[config.mk]
export PLATFORM = sky130hd
export DESIGN_NAME = trap_controller
export DESIGN_NICKNAME = d
export VERILOG_FILES = /design/src/rtl/cotm32_priv_pkg.sv /design/src/rtl/trap_controller_prio_enc.sv /design/src/rtl/trap_controller.sv
export SDC_FILE = /design/constraint.sdc
export NUM_CORES = 1
export LEC_CHECK = 0
export ABC_AREA = 1
export CORE_MARGIN = 4
export CORE_UTILIZATION = 35
export DETAILED_ROUTE_END_ITERATION = 8
export GPL_TIMING_DRIVEN = 0
export PLACE_DENSITY = 0.76
export SLEW_MARGIN = 20
export SYNTH_ARGS = -nofsm -noshare
export SYNTH_HDL_FRONTEND = slang
export SYNTH_HIERARCHICAL = 1
export SYNTH_SLANG_ARGS = --single-unit
[constraint.sdc]
create_clock -name i_clk -period 3.8 [get_ports i_clk]
set_clock_uncertainty 0.15 [all_clocks]
set_input_delay 0.76 -clock i_clk [delete_from_list [all_inputs] [get_ports i_clk]]
set_output_delay 0.76 -clock i_clk [all_outputs]
set_load 0.02 [all_outputs]
[src/rtl/cotm32_priv_pkg.sv]
`default_nettype none
// +------------------------------------------------------------------+
// | cotm32_priv_pkg                                                   |
// | M-mode privilege types: exception bits, cause codes, trap FSM.    |
// | Revision: 1.0                                                     |
// +------------------------------------------------------------------+
package cotm32_priv_pkg;

  localparam int XLEN    = 32;
  localparam int MXLEN   = 32;
  localparam int CAUSE_W = 5;

  typedef logic [CAUSE_W-1:0] trap_cause_t;

  // Bit positions in the commit-stage exception vector, highest priority first
  typedef enum logic [3:0] {
    EXC_INST_ACCESS    = 4'd0,
    EXC_ILLEGAL        = 4'd1,
    EXC_INST_MISALIGN  = 4'd2,
    EXC_ECALL_M        = 4'd3,
    EXC_EBREAK         = 4'd4,
    EXC_LOAD_ACCESS    = 4'd5,
    EXC_STORE_ACCESS   = 4'd6,
    EXC_LOAD_MISALIGN  = 4'd7,
    EXC_STORE_MISALIGN = 4'd8
  } exc_bit_e;

  localparam int EXC_W = 9;

  localparam trap_cause_t CAUSE_INST_MISALIGN  = 5'd0;
  localparam trap_cause_t CAUSE_INST_ACCESS    = 5'd1;
  localparam trap_cause_t CAUSE_ILLEGAL        = 5'd2;
  localparam trap_cause_t CAUSE_BREAKPOINT     = 5'd3;
  localparam trap_cause_t CAUSE_LOAD_MISALIGN  = 5'd4;
  localparam trap_cause_t CAUSE_LOAD_ACCESS    = 5'd5;
  localparam trap_cause_t CAUSE_STORE_MISALIGN = 5'd6;
  localparam trap_cause_t CAUSE_STORE_ACCESS   = 5'd7;
  localparam trap_cause_t CAUSE_ECALL_M        = 5'd11;

  localparam trap_cause_t IRQ_CODE_MSI = 5'd3;
  localparam trap_cause_t IRQ_CODE_MTI = 5'd7;
  localparam trap_cause_t IRQ_CODE_MEI = 5'd11;
  localparam int          IRQ_CODE_LOCAL_BASE = 16;

  typedef enum logic [1:0] {
    IDLE     = 2'd0,
    CSR_WR   = 2'd1,
    REDIRECT = 2'd2
  } trap_state_e;

  typedef enum logic [1:0] {
    TVAL_ZERO   = 2'd0,
    TVAL_PC     = 2'd1,
    TVAL_INST   = 2'd2,
    TVAL_LSADDR = 2'd3
  } tval_sel_e;

endpackage
`default_nettype wire

[src/rtl/trap_controller_prio_enc.sv]
`default_nettype none
// +------------------------------------------------------------------+
// | trap_prio_enc                                                     |
// | Picks the winning trap: interrupts over exceptions, fixed order.  |
// | Revision: 1.0                                                     |
// +------------------------------------------------------------------+
module trap_prio_enc
  import cotm32_priv_pkg::*;
#(
  parameter int NUM_LOCAL_IRQ = 4
) (
  input  logic [EXC_W-1:0]           i_exc,
  // {local[N-1:0], mei, mti, msi}, already masked by the enables
  input  logic [NUM_LOCAL_IRQ+2:0]   i_irq_pend,
  output logic                       o_req,
  output logic                       o_is_irq,
  output trap_cause_t                o_code,
  output tval_sel_e                  o_tval_sel
);

  // Lowest priority assigned first so that higher ones overwrite it
  always_comb begin
    o_req      = 1'b0;
    o_is_irq   = 1'b0;
    o_code     = '0;
    o_tval_sel = TVAL_ZERO;

    if (i_exc[EXC_STORE_MISALIGN]) begin o_code = CAUSE_STORE_MISALIGN; o_tval_sel = TVAL_LSADDR; end
    if (i_exc[EXC_LOAD_MISALIGN])  begin o_code = CAUSE_LOAD_MISALIGN;  o_tval_sel = TVAL_LSADDR; end
    if (i_exc[EXC_STORE_ACCESS])   begin o_code = CAUSE_STORE_ACCESS;   o_tval_sel = TVAL_LSADDR; end
    if (i_exc[EXC_LOAD_ACCESS])    begin o_code = CAUSE_LOAD_ACCESS;    o_tval_sel = TVAL_LSADDR; end
    if (i_exc[EXC_EBREAK])         begin o_code = CAUSE_BREAKPOINT;     o_tval_sel = TVAL_ZERO;   end
    if (i_exc[EXC_ECALL_M])        begin o_code = CAUSE_ECALL_M;        o_tval_sel = TVAL_ZERO;   end
    if (i_exc[EXC_INST_MISALIGN])  begin o_code = CAUSE_INST_MISALIGN;  o_tval_sel = TVAL_PC;     end
    if (i_exc[EXC_ILLEGAL])        begin o_code = CAUSE_ILLEGAL;        o_tval_sel = TVAL_INST;   end
    if (i_exc[EXC_INST_ACCESS])    begin o_code = CAUSE_INST_ACCESS;    o_tval_sel = TVAL_PC;     end

    for (int k = NUM_LOCAL_IRQ - 1; k >= 0; k--) begin
      if (i_irq_pend[3+k]) begin
        o_is_irq   = 1'b1;
        o_code     = trap_cause_t'(IRQ_CODE_LOCAL_BASE + k);
        o_tval_sel = TVAL_ZERO;
      end
    end
    if (i_irq_pend[1]) begin o_is_irq = 1'b1; o_code = IRQ_CODE_MTI; o_tval_sel = TVAL_ZERO; end
    if (i_irq_pend[0]) begin o_is_irq = 1'b1; o_code = IRQ_CODE_MSI; o_tval_sel = TVAL_ZERO; end
    if (i_irq_pend[2]) begin o_is_irq = 1'b1; o_code = IRQ_CODE_MEI; o_tval_sel = TVAL_ZERO; end

    o_req = (|i_exc) | o_is_irq;
  end

endmodule
`default_nettype wire

[src/rtl/trap_controller.sv]
`default_nettype none
// +------------------------------------------------------------------+
// | trap_controller                                                   |
// | Commit-stage M-mode trap/MRET sequencer with CSR update+redirect. |
// | Revision: 1.0                                                     |
// +------------------------------------------------------------------+
module trap_controller
  import cotm32_priv_pkg::*;
#(
  parameter int NUM_LOCAL_IRQ = 4,
  parameter bit VECTORED_EN   = 1'b1
) (
  input  logic                     i_clk,
  input  logic                     i_rst,
  input  logic                     i_commit_valid,
  input  logic [XLEN-1:0]          i_pc,
  input  logic [XLEN-1:0]          i_inst,
  input  logic [XLEN-1:0]          i_ls_addr,
  input  logic [EXC_W-1:0]         i_exc,
  input  logic                     i_mret,
  input  logic                     i_irq_msi,
  input  logic                     i_irq_mti,
  input  logic                     i_irq_mei,
  input  logic [NUM_LOCAL_IRQ-1:0] i_irq_local,
  input  logic                     i_mstatus_mie,
  input  logic [MXLEN-1:0]         i_mie,
  input  logic [MXLEN-1:0]         i_mtvec,
  input  logic [MXLEN-1:0]         i_mepc,
  output logic                     o_busy,
  output logic                     o_flush,
  output logic                     o_csr_trap_we,
  output logic                     o_csr_mret_we,
  output logic [MXLEN-1:0]         o_csr_mcause,
  output logic [MXLEN-1:0]         o_csr_mepc,
  output logic [MXLEN-1:0]         o_csr_mtval,
  output logic [MXLEN-1:0]         o_mip,
  output logic                     o_redirect_valid,
  output logic [XLEN-1:0]          o_redirect_pc,
  input  logic                     i_redirect_ready
);

  localparam int IRQ_N = NUM_LOCAL_IRQ + 3;

  trap_state_e             r_state;
  trap_state_e             w_state_nxt;
  logic [IRQ_N-1:0]        r_irq_pend;
  logic                    r_is_irq;
  trap_cause_t             r_code;
  logic [XLEN-1:0]         r_mepc;
  logic [XLEN-1:0]         r_mtval;
  logic [XLEN-1:0]         r_redirect_pc;

  logic [IRQ_N-1:0]        w_irq_raw;
  logic [IRQ_N-1:0]        w_irq_en;
  logic [IRQ_N-1:0]        w_irq_take;
  logic                    w_req;
  logic                    w_is_irq;
  trap_cause_t             w_code;
  tval_sel_e               w_tval_sel;
  logic [XLEN-1:0]         w_tval;
  logic                    w_take_trap;
  logic                    w_take_mret;
  logic [XLEN-1:0]         w_base;
  logic                    w_vectored;
  logic [XLEN-1:0]         w_trap_pc;
  logic                    w_unused_mie;

  // Compact pending vector: {local[N-1:0], mei, mti, msi}
  assign w_irq_raw = {i_irq_local, i_irq_mei, i_irq_mti, i_irq_msi};
  assign w_irq_en  = {i_mie[IRQ_CODE_LOCAL_BASE +: NUM_LOCAL_IRQ],
                      i_mie[IRQ_CODE_MEI], i_mie[IRQ_CODE_MTI], i_mie[IRQ_CODE_MSI]};
  assign w_irq_take   = r_irq_pend & w_irq_en & {IRQ_N{i_mstatus_mie}};
  assign w_unused_mie = ^i_mie;

  always_comb begin
    o_mip               = '0;
    o_mip[IRQ_CODE_MSI] = r_irq_pend[0];
    o_mip[IRQ_CODE_MTI] = r_irq_pend[1];
    o_mip[IRQ_CODE_MEI] = r_irq_pend[2];
    for (int k = 0; k < NUM_LOCAL_IRQ; k++) begin
      o_mip[IRQ_CODE_LOCAL_BASE+k] = r_irq_pend[3+k];
    end
  end

  trap_prio_enc #(
    .NUM_LOCAL_IRQ (NUM_LOCAL_IRQ)
  ) u_prio_enc (
    .i_exc      (i_exc),
    .i_irq_pend (w_irq_take),
    .o_req      (w_req),
    .o_is_irq   (w_is_irq),
    .o_code     (w_code),
    .o_tval_sel (w_tval_sel)
  );

  always_comb begin
    w_tval = '0;
    case (w_tval_sel)
      TVAL_PC:     w_tval = i_pc;
      TVAL_INST:   w_tval = i_inst;
      TVAL_LSADDR: w_tval = i_ls_addr;
      default:     w_tval = '0;
    endcase
  end

  assign w_base     = {i_mtvec[MXLEN-1:2], 2'b00};
  assign w_vectored = VECTORED_EN && (i_mtvec[1:0] == 2'b01) && r_is_irq;
  assign w_trap_pc  = w_vectored ? (w_base + {{(XLEN-CAUSE_W-2){1'b0}}, r_code, 2'b00}) : w_base;

  always_ff @(posedge i_clk or posedge i_rst) begin
    if (i_rst) begin
      r_state <= IDLE;
    end else begin
      r_state <= w_state_nxt;
    end
  end

  always_comb begin
    w_state_nxt      = r_state;
    w_take_trap      = 1'b0;
    w_take_mret      = 1'b0;
    o_flush          = 1'b0;
    o_csr_trap_we    = 1'b0;
    o_csr_mret_we    = 1'b0;
    o_redirect_valid = 1'b0;
    case (r_state)
      IDLE: begin
        if (i_commit_valid) begin
          if (w_req) begin
            w_take_trap = 1'b1;
            o_flush     = 1'b1;
            w_state_nxt = CSR_WR;
          end else if (i_mret) begin
            w_take_mret   = 1'b1;
            o_csr_mret_we = 1'b1;
            o_flush       = 1'b1;
            w_state_nxt   = REDIRECT;
          end
        end
      end
      CSR_WR: begin
        o_csr_trap_we = 1'b1;
        o_flush       = 1'b1;
        w_state_nxt   = REDIRECT;
      end
      REDIRECT: begin
        o_redirect_valid = 1'b1;
        o_flush          = 1'b1;
        if (i_redirect_ready) begin
          w_state_nxt = IDLE;
        end
      end
      default: w_state_nxt = IDLE;
    endcase
  end

  always_ff @(posedge i_clk or posedge i_rst) begin
    if (i_rst) begin
      r_irq_pend    <= '0;
      r_is_irq      <= 1'b0;
      r_code        <= '0;
      r_mepc        <= '0;
      r_mtval       <= '0;
      r_redirect_pc <= '0;
    end else begin
      r_irq_pend <= w_irq_raw;
      if (w_take_trap) begin
        r_is_irq <= w_is_irq;
        r_code   <= w_code;
        r_mepc   <= i_pc;
        r_mtval  <= w_tval;
      end
      if (w_take_mret) begin
        r_redirect_pc <= i_mepc;
      end else if (r_state == CSR_WR) begin
        r_redirect_pc <= w_trap_pc;
      end
    end
  end

  assign o_busy        = (r_state != IDLE);
  assign o_csr_mcause  = {r_is_irq, {(MXLEN-1-CAUSE_W){1'b0}}, r_code};
  assign o_csr_mepc    = r_mepc;
  assign o_csr_mtval   = r_mtval;
  assign o_redirect_pc = r_redirect_pc;

endmodule
`default_nettype wire
* After elaboration in Yosys (flattened, before gate mapping)
Cells that the tools add are included.
Operators by class: equal/unequal tests 9, add/subtract/negate cells 1, bitwise logic cells 3, reductions and logical operators 7, mux-type cells 60
Operator list (count):
- 32-bit 2-to-1 mux | 3
- 32-bit case mux with 3 select lines | 1
- 2-bit 2-to-1 mux | 20
- 5-bit 2-to-1 mux | 7
- 32-bit by 7-bit adder with 32-bit output | 1
- 1-bit 2-to-1 mux | 18
- 4-bit 2-to-1 mux | 4
- 3-bit 2-to-1 mux | 5
- 7-bit bitwise AND | 2
- 9-bit OR reduction | 1
- 2-bit by 1-bit equality test with 1-bit output (second input constant) | 3
- 2-bit equality test (second input constant) | 3
- 2-bit case mux with 3 select lines | 1
- 2-bit != test (second input constant) | 2
- 2-bit nonzero test | 2
- 3-bit by 2-bit != test with 1-bit output (second input constant) | 1
- 3-bit AND reduction | 1
- 2-bit zero test | 1
- 1-bit case mux with 2 select lines | 1
- 2-bit OR reduction | 1
- 1-bit logical AND | 1
- 1-bit bitwise OR | 1
Storage, ports and cells: input bits 214, word-level logic and storage cells 87, output and inout bits 165, register bits after elaboration 111

* Longest topological paths before layout
Gate-level depths: netlist of run 1.
word-level depth 18, gate-level depth with buffers 18, mapped depth without buffers 17

* Cells and area by module
Netlist of run 1, hierarchy kept.
Modules (own cells, without submodules):
- trap_controller | seq. area each 2777.7 um^2, cells each 875, area an instance 6656.4 um^2, times used 1
- trap_prio_enc | seq. area each 0.0 um^2, cells each 52, area an instance 256.5 um^2, times used 1

* Worst setup path before layout of run 1
OpenSTA, ideal clock, no wires.
path type input port to output port, from in i_mstatus_mie, to out o_csr_mret_we, arrival 2.106 ns, path buffers 1, stages on the path 12, required time 2.890 ns, path slack 0.784 ns, path through inv_1 nor2_1 nor2_2 nand2_2 inv_2 nand2_4 nor2_4 nand4_1 nor2_4 nand3_2 inv_2 buf_4
On the way: elaborated cells on any way between the ends 12, those cells by class mux: 10; bitwise: 2
RTL lines:
- start: declaration | RTL line trap_controller.sv:25 | input logic i_mstatus_mie,
- 7-bit bitwise AND | RTL line trap_controller.sv:72 | assign w_irq_take = r_irq_pend & w_irq_en & {IRQ_N{i_mstatus_mie}};
- net w_irq_take[4] | RTL line trap_controller.sv:55 | logic [IRQ_N-1:0] w_irq_take;
- 1-bit 2-to-1 mux (2 in a row) | RTL line trap_controller_prio_enc.sv:39 | if (i_irq_pend[3+k]) begin
- 1-bit 2-to-1 mux | RTL line trap_controller_prio_enc.sv:45 | if (i_irq_pend[1]) begin o_is_irq = 1'b1; o_code = IRQ_CODE_MTI; o_tval_sel = TVAL_ZERO; end
- 1-bit 2-to-1 mux | RTL line trap_controller_prio_enc.sv:46 | if (i_irq_pend[0]) begin o_is_irq = 1'b1; o_code = IRQ_CODE_MSI; o_tval_sel = TVAL_ZERO; end
- 1-bit 2-to-1 mux | RTL line trap_controller_prio_enc.sv:47 | if (i_irq_pend[2]) begin o_is_irq = 1'b1; o_code = IRQ_CODE_MEI; o_tval_sel = TVAL_ZERO; end
- net w_is_irq | RTL line trap_controller.sv:57 | logic w_is_irq;
- 1-bit bitwise OR | RTL line trap_controller_prio_enc.sv:49 | o_req = (|i_exc) | o_is_irq;
- net w_req | RTL line trap_controller.sv:56 | logic w_req;
- 1-bit 2-to-1 mux | RTL line trap_controller.sv:129 | if (w_req) begin
- 1-bit 2-to-1 mux | RTL line trap_controller.sv:128 | if (i_commit_valid) begin
- 1-bit 2-to-1 mux | RTL line trap_controller.sv:126 | case (r_state)
- end: declaration | RTL line trap_controller.sv:32 | output logic o_csr_mret_we,
The timed path passes the listed nets, and every way through them passes these cells.

* Final worst setup path of run 1
from in i_mie[18], to out o_flush
On the way: word-level cells in the longest chain between the ends 12
RTL lines:
- start: declaration | RTL line trap_controller.sv:26 | input logic [MXLEN-1:0] i_mie,
- 7-bit bitwise AND (2 in a row) | RTL line trap_controller.sv:72
- net w_irq_take[5] | RTL line trap_controller.sv:55
- 1-bit 2-to-1 mux (3 in a row) | RTL line trap_controller_prio_enc.sv:39
- 1-bit 2-to-1 mux | RTL line trap_controller_prio_enc.sv:45
- 1-bit 2-to-1 mux | RTL line trap_controller_prio_enc.sv:46
- 1-bit 2-to-1 mux | RTL line trap_controller_prio_enc.sv:47
- net w_is_irq | RTL line trap_controller.sv:57
- 1-bit bitwise OR | RTL line trap_controller_prio_enc.sv:49
- net w_req | RTL line trap_controller.sv:56
- 1-bit 2-to-1 mux | RTL line trap_controller.sv:129
- 1-bit 2-to-1 mux | RTL line trap_controller.sv:128
- 1-bit case mux with 2 select lines | RTL line trap_controller.sv:126
- end: declaration | RTL line trap_controller.sv:30 | output logic o_flush,
The timed path passes the listed nets, and every way through them passes these cells.

==> results of run 1 <==
where the power goes:
| part | internal [mW] | switching, mW |
|---|---|---|
| logic | 1.60 | 1.98 |
| registers | 1.69 | 0.321 |
| clock network | 0.467 | 0.500 |
flip-flops by register name, summed over array words and instances, names as in the netlist:
name,count
o_csr_mepc,32
o_csr_mtval,32
o_redirect_pc,32
r_code,5
r_irq_pend,7
r_is_irq,1
r_state,2
per-layer routing:
metal  GRT usage (%)  wire, um  vias up
li1                -         -     3617
met1            25.5      9610     3290
met2            40.4     13100      299
met3            5.00      2150       39
met4            8.36       824        0
met5               0         0        -
cell type report:
cell class / instances / area (um^2)
fill: 1839 / 8530
sequential: 111 / 2780
clock inverter: 7 / 75.1
clock buffer: 9 / 225
timing repair buffer: 315 / 3170
multi-input combinational: 670 / 3340
buffer: 89 / 603
tap: 265 / 332
inverter: 107 / 413
worst paths after layout:
path | start | to | slack [ns] | depth (start not counted)
setup / recovery | i_mie[18] | o_flush | 0.19 | 16
hold / removal | o_csr_mepc[14] | o_csr_mepc[14] | 0.33 | 2
setup reg to reg | r_irq_pend[5] | o_redirect_pc[20] | 1.21 | 18
hold reg to reg | o_csr_mepc[14] | o_csr_mepc[14] | 0.33 | 2
max in group asynchronous | i_rst | r_irq_pend[1] | 2.03 | 4
min in group asynchronous | i_rst | o_csr_mepc[9] | 0.69 | 2
logic make-up after synthesis:
kind of cell / after synthesis / share of synthesized area, %
adder cells (fa/ha/maj): 10 / 1.92
AO/OA/AOI/OAI: 148 / 12.6
other: 1 / 0.0542
flip-flops: 111 / 40.2
AND/OR/NAND/NOR: 455 / 29.9
buffers and inverters: 196 / 14.6
XOR/XNOR: 6 / 0.760
metrics by stage:
| stage | TNS [ns] | cell area, um^2 |
|---|---|---|
| floorplan | 0 | 7100 |
| global placement | -0.963 | 10500 |
| detailed placement | -1.07 | 10500 |
| CTS | 0 | 10900 |
| global route | 0 | 10900 |
| finish | 0 | 10900 |
synthesized netlist by cell type, types with 10 or more instances:
master,n,area [um^2]
nor2_1,61,229
buf_4,57,428
nand2_1,279,1050
a22o_1,10,87.6
o21ai_0,35,175
nand4_1,21,131
o21ai_1,46,230
a221oi_1,19,166
buf_2,20,100
inv_1,88,330
nand3_1,43,215
a21oi_1,28,140
nor2_4,11,124
inv_2,15,56.3
dfrtp_1,111,2780
what timing repair did:
action | 4_1_cts | 5_1_grt
cloned | 0 | 0
gates resized for setup | 8 | 13
buffers inserted | 3 | 7
pin swaps | 0 | 7
endpoints found under the setup margin | 2 | 2
critical path, cell delays in order:
cell	delay [ns]
clkdlybuf4s50_1	0.40
nand2_1	0.11
nor2_4	0.04
nor2_2	0.13
nand2_2	0.08
inv_2	0.09
nand2_4	0.06
nor2_4	0.08
nand4_1	0.10
buf_6	0.15
buf_4	0.13
nor2_1	0.09
nor2_1	0.06
a21oi_1	0.17
nor2_1	0.08
buf_4	0.16
==> metrics, run 1 <==
Critical Path RT=2.89 ns; Die ar.=22100 um^2; Synth Instances=927; final core occ=56.2%; Clk Latency, worst-skew pair=0.36 ns; chip width=between 100 and 150 um; area grow syn2layout=58.1%; vias=between 7k and 8k; Post-Place Setup Slack=-0.718 ns; first-pass GRT wire length=approximately 38000 um; Ant. Diodes=0; port bufs=302; Tmin final=3.61 ns; Vias/cell=4.61; Core ar.=between 15000 and 20000 um^2; CTS tree=done; Final WS setup=0.192 ns; Main synth FF type=dfrtp_1; commonest non-fill, non-tap cell in the layout=clkdlybuf4s50_1; Slew Viols, Final=0; CP Max Fanout=3; share of flip-flops with an asynchronous set or reset=between 90% and 100%; root buffer cell=clkbuf_16; MaxCap Viol Count=0; Final Routed Wirelength=25700 um; Post-Layout Cell Count=1573; via count of the first global-routing pass=approximately 7.0k; Residual DRC=0; Power, Total=~6.6 mW; DP Wirelength=21000 um; layout cell share with drive strength beyond 1=13.4%; clock-pin transition on the worst setup and hold timing paths=about 0.090 ns; Yosys Warn Count=6; Synth Cell Area=6910 um^2; RSZ-0062 raised after global routing=false; GRT overflow=0; Setup crit end kind=primary output; largest buffer count on any clock path=2; EDFF count, synth=0; Detail Route Antenna Nets=0; antenna violations before repair=0; RePlAce Congestion=0.972; Yosys cell types=about 40; worst-margin pin slew=0.666 ns; Startpoint Class=primary input; status=finished, final reports clean; WL/cell=roughly 16 um; fin crit share=94.9%; Nets=approximately 1.5k; Iter 0 DRT Violations=242; Die Y=~150 um; pwr/cell area=600 nW/um^2; most frequent cells in the layout=clkdlybuf4s50_1 (299), nand2_1 (279), dfrtp_1 (111); leakage power=~5.3 nW; GRT Total Usage=22.3%; Seq cells post-synth=between 100 and 150; Fmax achieved=277 MHz; max_slew headroom=55.5%; post-cts hold buffer count=0; hold slack=between 0.3 and 0.4 ns; Hold/Removal Path Class=flip-flop to flip-flop; largest net degree at the start of global routing=35; critical path type=primary input to primary output; first drt pass iteration count=5; Worst EP arrival=2.70 ns; Starting Density=35.5%; Num CTS Buffers=9; H-tree levels=3; Fin. Hold Viols=0; I/O pin count=379; Avg Synthesized Cell Area=7.46 um^2; Seq/Total Area, Yosys=approximately two fifths; placed cells=~1.5k; final setup fails=0; clk sink count=roughly 110; Max VDD drop=0.367 mV; row cnt=approximately 50
No activity file was read; power rests on OpenSTA's default activity.
==> run 2: changes to the inputs <==
Settings changed: CORE_ASPECT_RATIO from default to 0.8, SETUP_SLACK_MARGIN from default to 0.4.
==> run 2 against run 1 <==
Register-to-register slack worse by 0.44 ns. Clock-buffer cell count unchanged. First-iteration DRC count up 67%. Critical path depth down 3. Worst setup slack better by 0.27 ns. Non-clock buffer count up 26. Final cell count up 1.3%. Design area up 2.0%. Largest cell class unchanged. Global-route usage up 0.40 points. Largest power group unchanged. Utilization up 1.9 points. Sequential power about the same. Via count up 1.9%.
==> metrics, run 2 (same netlist as run 1, synthesis figures left out) <==
status=finished, final reports clean (unchanged); first-pass GRT wire length=39400 um (was 38300 um); root buffer cell=clkbuf_16 (unchanged); RePlAce Congestion=0.880 (was 0.972); Tmin final=3.34 ns (was 3.61 ns); post-cts hold buffer count=0 (unchanged); CTS tree=done (unchanged); Starting Density=36.0% (was 35.5%); vias=7381 (was 7245); hold endpoint=o_csr_mepc[0] (was o_csr_mepc[14]); Slew Viols, Final=0 (unchanged); largest net degree at the start of global routing=35 (unchanged); Nets=1553 (was 1527); Fin. Hold Viols=0 (unchanged); GRT overflow=0 (unchanged); port bufs=302 (unchanged); fillcell total=1788 (was 1839); Hold Path Depth=2 (unchanged); Multi-input gate area=3370 um^2 (was 3340 um^2); Detail Route Antenna Nets=0 (unchanged); Buf/Inv on CP=5 (unchanged); via count of the first global-routing pass=7462 (was 7017); design area=11100 um^2 (was 10900 um^2); GRT Total Usage=22.7% (was 22.3%); Cell Chain, Critical Path=clkdlybuf4s50_1 > nand2_2 > nor2_4 > nor2_4 > nand2_4 > nor2_4 > nand4_1 > buf_4 > nor2_4 > nand3_4 > clkinv_4 > buf_8 > buf_6 (was clkdlybuf4s50_1 > nand2_1 > nor2_4 > nor2_2 > nand2_2 > inv_2 > nand2_4 > nor2_4 > nand4_1 > buf_6 > buf_4 > nor2_1 > nor2_1 > a21oi_1 > nor2_1 > buf_4); H-tree levels=3 (unchanged); Die Y=134 um (was 149 um); RSZ-0062 raised after global routing=false (unchanged); Residual DRC=0 (unchanged); fin crit share=87.8% (was 94.9%); Max VDD drop=0.325 mV (was 0.367 mV); Vias/cell=4.63 (was 4.61); CP Max Fanout=3 (unchanged); clk sink count=111 (unchanged); Final Routed Wirelength=25800 um (was 25700 um); chip width=165 um (was 149 um); kind of cell adding the most delay to the critical path=buffers and inverters (unchanged); hold wc startpoint=o_csr_mepc[0] (was o_csr_mepc[14]); Startpoint Class=primary input (unchanged); final setup fails=0 (unchanged); Post-Layout Cell Count=1593 (was 1573); placed cells=1540 (was 1547); WL/cell=16.2 um (was 16.3 um); flop2flop setup slack=0.77 ns (was 1.21 ns); Reg2Reg Launch Point=r_irq_pend[5] (unchanged); Clk Latency, worst-skew pair=0.36 ns (about the same); Die ar.=22100 um^2 (about the same); Core ar.=19200 um^2 (was 19500 um^2); DP Wirelength=20600 um (was 21000 um); Hold/Removal Path Class=flip-flop to flip-flop (unchanged); Critical Path RT=2.89 ns (about the same); Setup crit end kind=primary output (unchanged); reg2reg end=r_code[3] (was o_redirect_pc[20]); commonest non-fill, non-tap cell in the layout=clkdlybuf4s50_1 (unchanged); worst-margin pin slew=0.679 ns (was 0.666 ns); most frequent cells in the layout=clkdlybuf4s50_1 (293), nand2_1 (278), dfrtp_1 (111) (was clkdlybuf4s50_1 (299), nand2_1 (279), dfrtp_1 (111)); hold slack=0.326 ns (was 0.325 ns); pwr/cell area=594 nW/um^2 (was 600 nW/um^2); register area=2780 um^2 (unchanged); leakage power=5.42 nW (was 5.29 nW); layout cell share with drive strength beyond 1=15.6% (was 13.4%); largest buffer count on any clock path=2 (unchanged); max_slew headroom=54.8% (was 55.5%); I/O pin count=379 (unchanged); Num CTS Buffers=9 (unchanged); critical path launch point=i_mie[7] (was i_mie[18]); first drt pass iteration count=5 (unchanged); critical path type=primary input to primary output (unchanged); Setup TNS=0 ns (unchanged); Slowest-stage cell, CP=clkdlybuf4s50_1 (unchanged); Iter 0 DRT Violations=405 (was 242); placed inst area=10500 um^2 (about the same); Crit path top cell by count=nor2_4 (was nor2_1); Power, Total=6.62 mW (was 6.56 mW); area grow syn2layout=61.3% (was 58.1%); Fmax achieved=300 MHz (was 277 MHz); antenna violations before repair=0 (unchanged); MaxCap Viol Count=0 (unchanged); crit-path max cell delay=0.42 ns (was 0.40 ns); Worst R2R Path Depth=21 (was 18); Worst EP arrival=2.43 ns (was 2.70 ns); clock-pin transition on the worst setup and hold timing paths=0.08 ns (was 0.09 ns); row cnt=45 (was 51)
[run 2: changes by cell type in the layout (fill, tap and decap cells not counted), moves of 3 or more]
cell / before / now
buf_4: 68 / 93
clkdlybuf4s50_1: 299 / 293
dlygate4sd2_1: 0 / 6
inv_8: 1 / 4
nor2_1: 57 / 53
nor2_2: 12 / 16
[run 2: area by class of cell]
type,instances,share of cell area (%)
repair buffers,341,30.0
inverters,107,3.73
flip-flops and latches,111,24.9
diodes,1,0.0224
multi-input cells,670,30.2
well taps,258,2.90
clock inverters,7,0.741
plain buffers,89,5.48
clock buffers,9,2.02
[run 2: how the worst max path moves through the flow]
stage                                to  cells after the start
after detailed placement  o_csr_mret_we                     14
after CTS                       o_flush                     15
after floorplan           o_csr_mret_we                     12
final                     o_csr_mret_we                     13
after global placement    o_csr_mret_we                     14
after global routing      o_csr_mret_we                     15
[run 2: worst min-delay path: stages (launching register included)]
cell     delay (ns)
dfrtp_1        0.35
nand2_1        0.06
nand2_1        0.05
[run 2: timing repair]
action | 4_1_cts | 5_1_grt
setup buffers | 33 | 3
gates resized for setup | 30 | 10
endpoints found under the setup margin | 2 | 3
pin swaps | 22 | 6
[run 2: layer usage]
metal / part of all wire (%) / track usage, %
met2: 50 / 39.8
met5: 0 / 0
met1: 40 / 27.6
met3: 8.3 / 5.38
met4: 2.3 / 6.33
[run 2: metrics by stage]
stage / worst slack, ns / utilization, %
floorplan: 0.784 / -
global placement: -0.599 / 54.4
detailed placement: -0.599 / 54.7
CTS: 0.420 / 57.8
global route: 0.389 / 58.1
finish: 0.463 / 58.1
[run 2: report_power, final]
group	total (mW)	switching (mW)	internal, mW
logic	3.63	2.01	1.62
clock network	0.992	0.516	0.475
registers	2.00	0.310	1.69
==> edit (settings of run 1) <==
Set the package constant `CAUSE_W` to 6 (it was 5).
--- a/src/rtl/cotm32_priv_pkg.sv
+++ b/src/rtl/cotm32_priv_pkg.sv
@@ -8,7 +8,7 @@
 
   localparam int XLEN    = 32;
   localparam int MXLEN   = 32;
-  localparam int CAUSE_W = 5;
+  localparam int CAUSE_W = 6;
 
   typedef logic [CAUSE_W-1:0] trap_cause_t;
 
Function: same outputs for any inputs over 10 cycles, from zero or initial values and one cycle with i_rst high; that may be too few to reach the edited logic, so the function may still have changed.
==> edit against run 1 <==
  * Total power up 1.3%
  * Synthesized cell count rose by 3.9%
  * Design area fell by 0.38%
  * Synthesized area stayed put
  * Sequential cell count is 1 higher
  * Routed wire length up 0.34%
  * Setup slack improved by 0.024 ns
  * Largest cell class unchanged
  * Highest routed layer is now met5
==> edit: results (changes against run 1) <==
OUTCOME
----------------------------------------------------------------------------------------
Run status                                                                  finished, final reports clean

POWER
----------------------------------------------------------------------------------------
Static leakage power                                                             5.36 nW   +1.4%
Peak supply drop                                                              0.000372 V   +1.4%
Switching power share of the total                                                 0.433   +0.00598

TIMING
----------------------------------------------------------------------------------------
Hold WS                                                                         0.324 ns   -0.000946 ns
Worst-Margin Slew                                                               0.605 ns   -0.0604 ns

SYNTH
----------------------------------------------------------------------------------------
Register area share after synthesis                                                0.405   +0.00362
Most frequent cells after synthesis                                         327 x sky130_fd_sc_hd__nand2_1, 112 x sky130_fd_sc_hd__dfrtp_1, 104 x sky130_fd_sc_hd__inv_1, 60 x sky130_fd_sc_hd__o21ai_1, 57 x sky130_fd_sc_hd__nor2_1
Cell types occupying the most area after synthesis                          sky130_fd_sc_hd__dfrtp_1 41%, sky130_fd_sc_hd__nand2_1 18%, sky130_fd_sc_hd__buf_4 5.6%
Count of distinct cell types in the synthesized netlist                               39   -4.9%

LAYOUT
----------------------------------------------------------------------------------------
Number of nets in the final layout                                                 1,561   +2.2%
Fraction of layout instances using a drive strength above 1                       0.0925   -0.0413

WORST SETUP PATH
----------------------------------------------------------------------------------------
Worst setup slack for register-to-register paths                                 1.18 ns   -0.03 ns
R2R Path Start                                                              r_irq_pend[6]
Largest fanout of any net on the critical path                                         8   +5
Count of cells along the worst register-to-register path                              12   -6
Endpoint of the most critical register-to-register path                     o_csr_mtval[13]

DETAILED ROUTING
----------------------------------------------------------------------------------------
DRC marker count from the first detailed-route iteration                             304   +26%
Number of vias per cell                                                             4.66   +1.1%
Routed wire length per instance                                                  16.0 um   -1.8%

GLOBAL ROUTING
----------------------------------------------------------------------------------------
Wire length of the first global-routing pass                                   38,900 um   +1.6%
Via count of the first global-routing pass                                         7,311   +4.2%
Maximum number of pins on one net before global-route repair                          33   -5.7%
Initial antenna violation count                                                        4   +4
GRT Util Overall                                                                   0.226   +0.00365

CLOCKING
----------------------------------------------------------------------------------------
Maximum clock insertion buffer count                                                   2   unchanged
Clock Pin Slew Worst Setup and Hold Paths                                        0.07 ns   -0.02 ns

WORST HOLD PATH
----------------------------------------------------------------------------------------
Startpoint of the worst hold path                                           o_csr_mepc[0]
Hold Crit Endpoint                                                          o_csr_mepc[0]
Path category of the worst min-delay check                                       reg2reg

PLACED DESIGN
----------------------------------------------------------------------------------------
Number of buffers added on ports                                                     303   +0.33%
Total half-perimeter wirelength after legalization and detailed placement      21,600 um   +2.8%
Area after detailed placement                                                10,500 um^2   about the same
Final GP Congestion                                                                0.918   -5.5%

[edit: changes by cell type in the layout (fill, tap and decap cells not counted), sizes merged, moves of 11 or more]
cell / change
buf: -15
clkbuf: +11
nand2: +40
nor2: -17
[edit: worst max-delay path by stage]
| stage | depth (start not counted) | slack (ns) | end | from |
|---|---|---|---|---|
| finish | 14 | 0.22 | o_csr_mret_we | i_mstatus_mie |
| global route | 14 | 0.05 | o_csr_mret_we | i_mstatus_mie |
| CTS | 13 | 0.02 | o_csr_mret_we | i_mstatus_mie |
| detailed placement | 14 | -0.60 | o_csr_mret_we | i_mstatus_mie |
| global placement | 14 | -0.55 | o_csr_mret_we | i_mstatus_mie |
| floorplan | 12 | 0.75 | o_csr_mret_we | i_mstatus_mie |
[edit: critical path, delay by kind of cell]
family,cells,cell delay [ns]
buffers and inverters,6,1.06
AND/OR/NAND/NOR,8,0.84
[edit: metal layers]
layer	routed length, um	global-route usage	part of all wire
met3	2120	0.0625	0.082
met4	712	0.0730	0.028
met1	9180	0.243	0.36
met2	13700	0.427	0.53
met5	31	0	0.0012
[edit: cells by family (layout without fill, tap and decap cells)]
family / after synthesis / count (layout) / share of synthesized area
adders and majority gates: 11 / 11 / 0.0210
DFF: 112 / 112 / 0.405
xor gates and xnor gates: 9 / 9 / 0.0114
and+or+nand+nor: 483 / 483 / 0.295
buffers and inverters: 200 / 529 / 0.142
other: 2 / 53 / 0.00109
AOI/OAI and AO/OA: 146 / 146 / 0.124
[edit: power by group through the flow]
stage	Sequential, mW	Clock (mW)	Combinational [mW]
after floorplan	2.60	0	1.32
after global placement	2.05	0	3.61
after detailed placement	2.06	0	3.66
after CTS	2.05	0.989	3.67
after global routing	2.10	1.04	3.94
final	2.05	0.971	3.63
[edit: area by class of cell]
type	count	area [um^2]
Timing Repair Buffer	314	3150
Clock inverter	7	75.1
Buffer	88	558
Tap cell	265	332
Fill cell	1848	8570
Multi-Input combinational cell	700	3320
Clock buffer	9	225
Sequential cell	112	2800
Antenna cell	2	5.00
Inverter	111	428
[edit: repair_timing]
action,CTS,global route
setup endpoints to repair,2,2
gates resized for setup,9,1
hold endpoints to repair,0,0
pin swaps,0,1
setup buffers,1,7
[edit: metrics by stage]
step | worst slack, ns | util | instances
2_1_floorplan | 0.751 | - | 1012
6_report | 0.216 | 0.559 | 1608
3_5_place_dp | -0.596 | 0.541 | 1583
4_1_cts | 0.0221 | 0.557 | 1599
5_1_grt | 0.0502 | 0.559 | 1607
3_3_place_gp | -0.547 | 0.538 | 1580
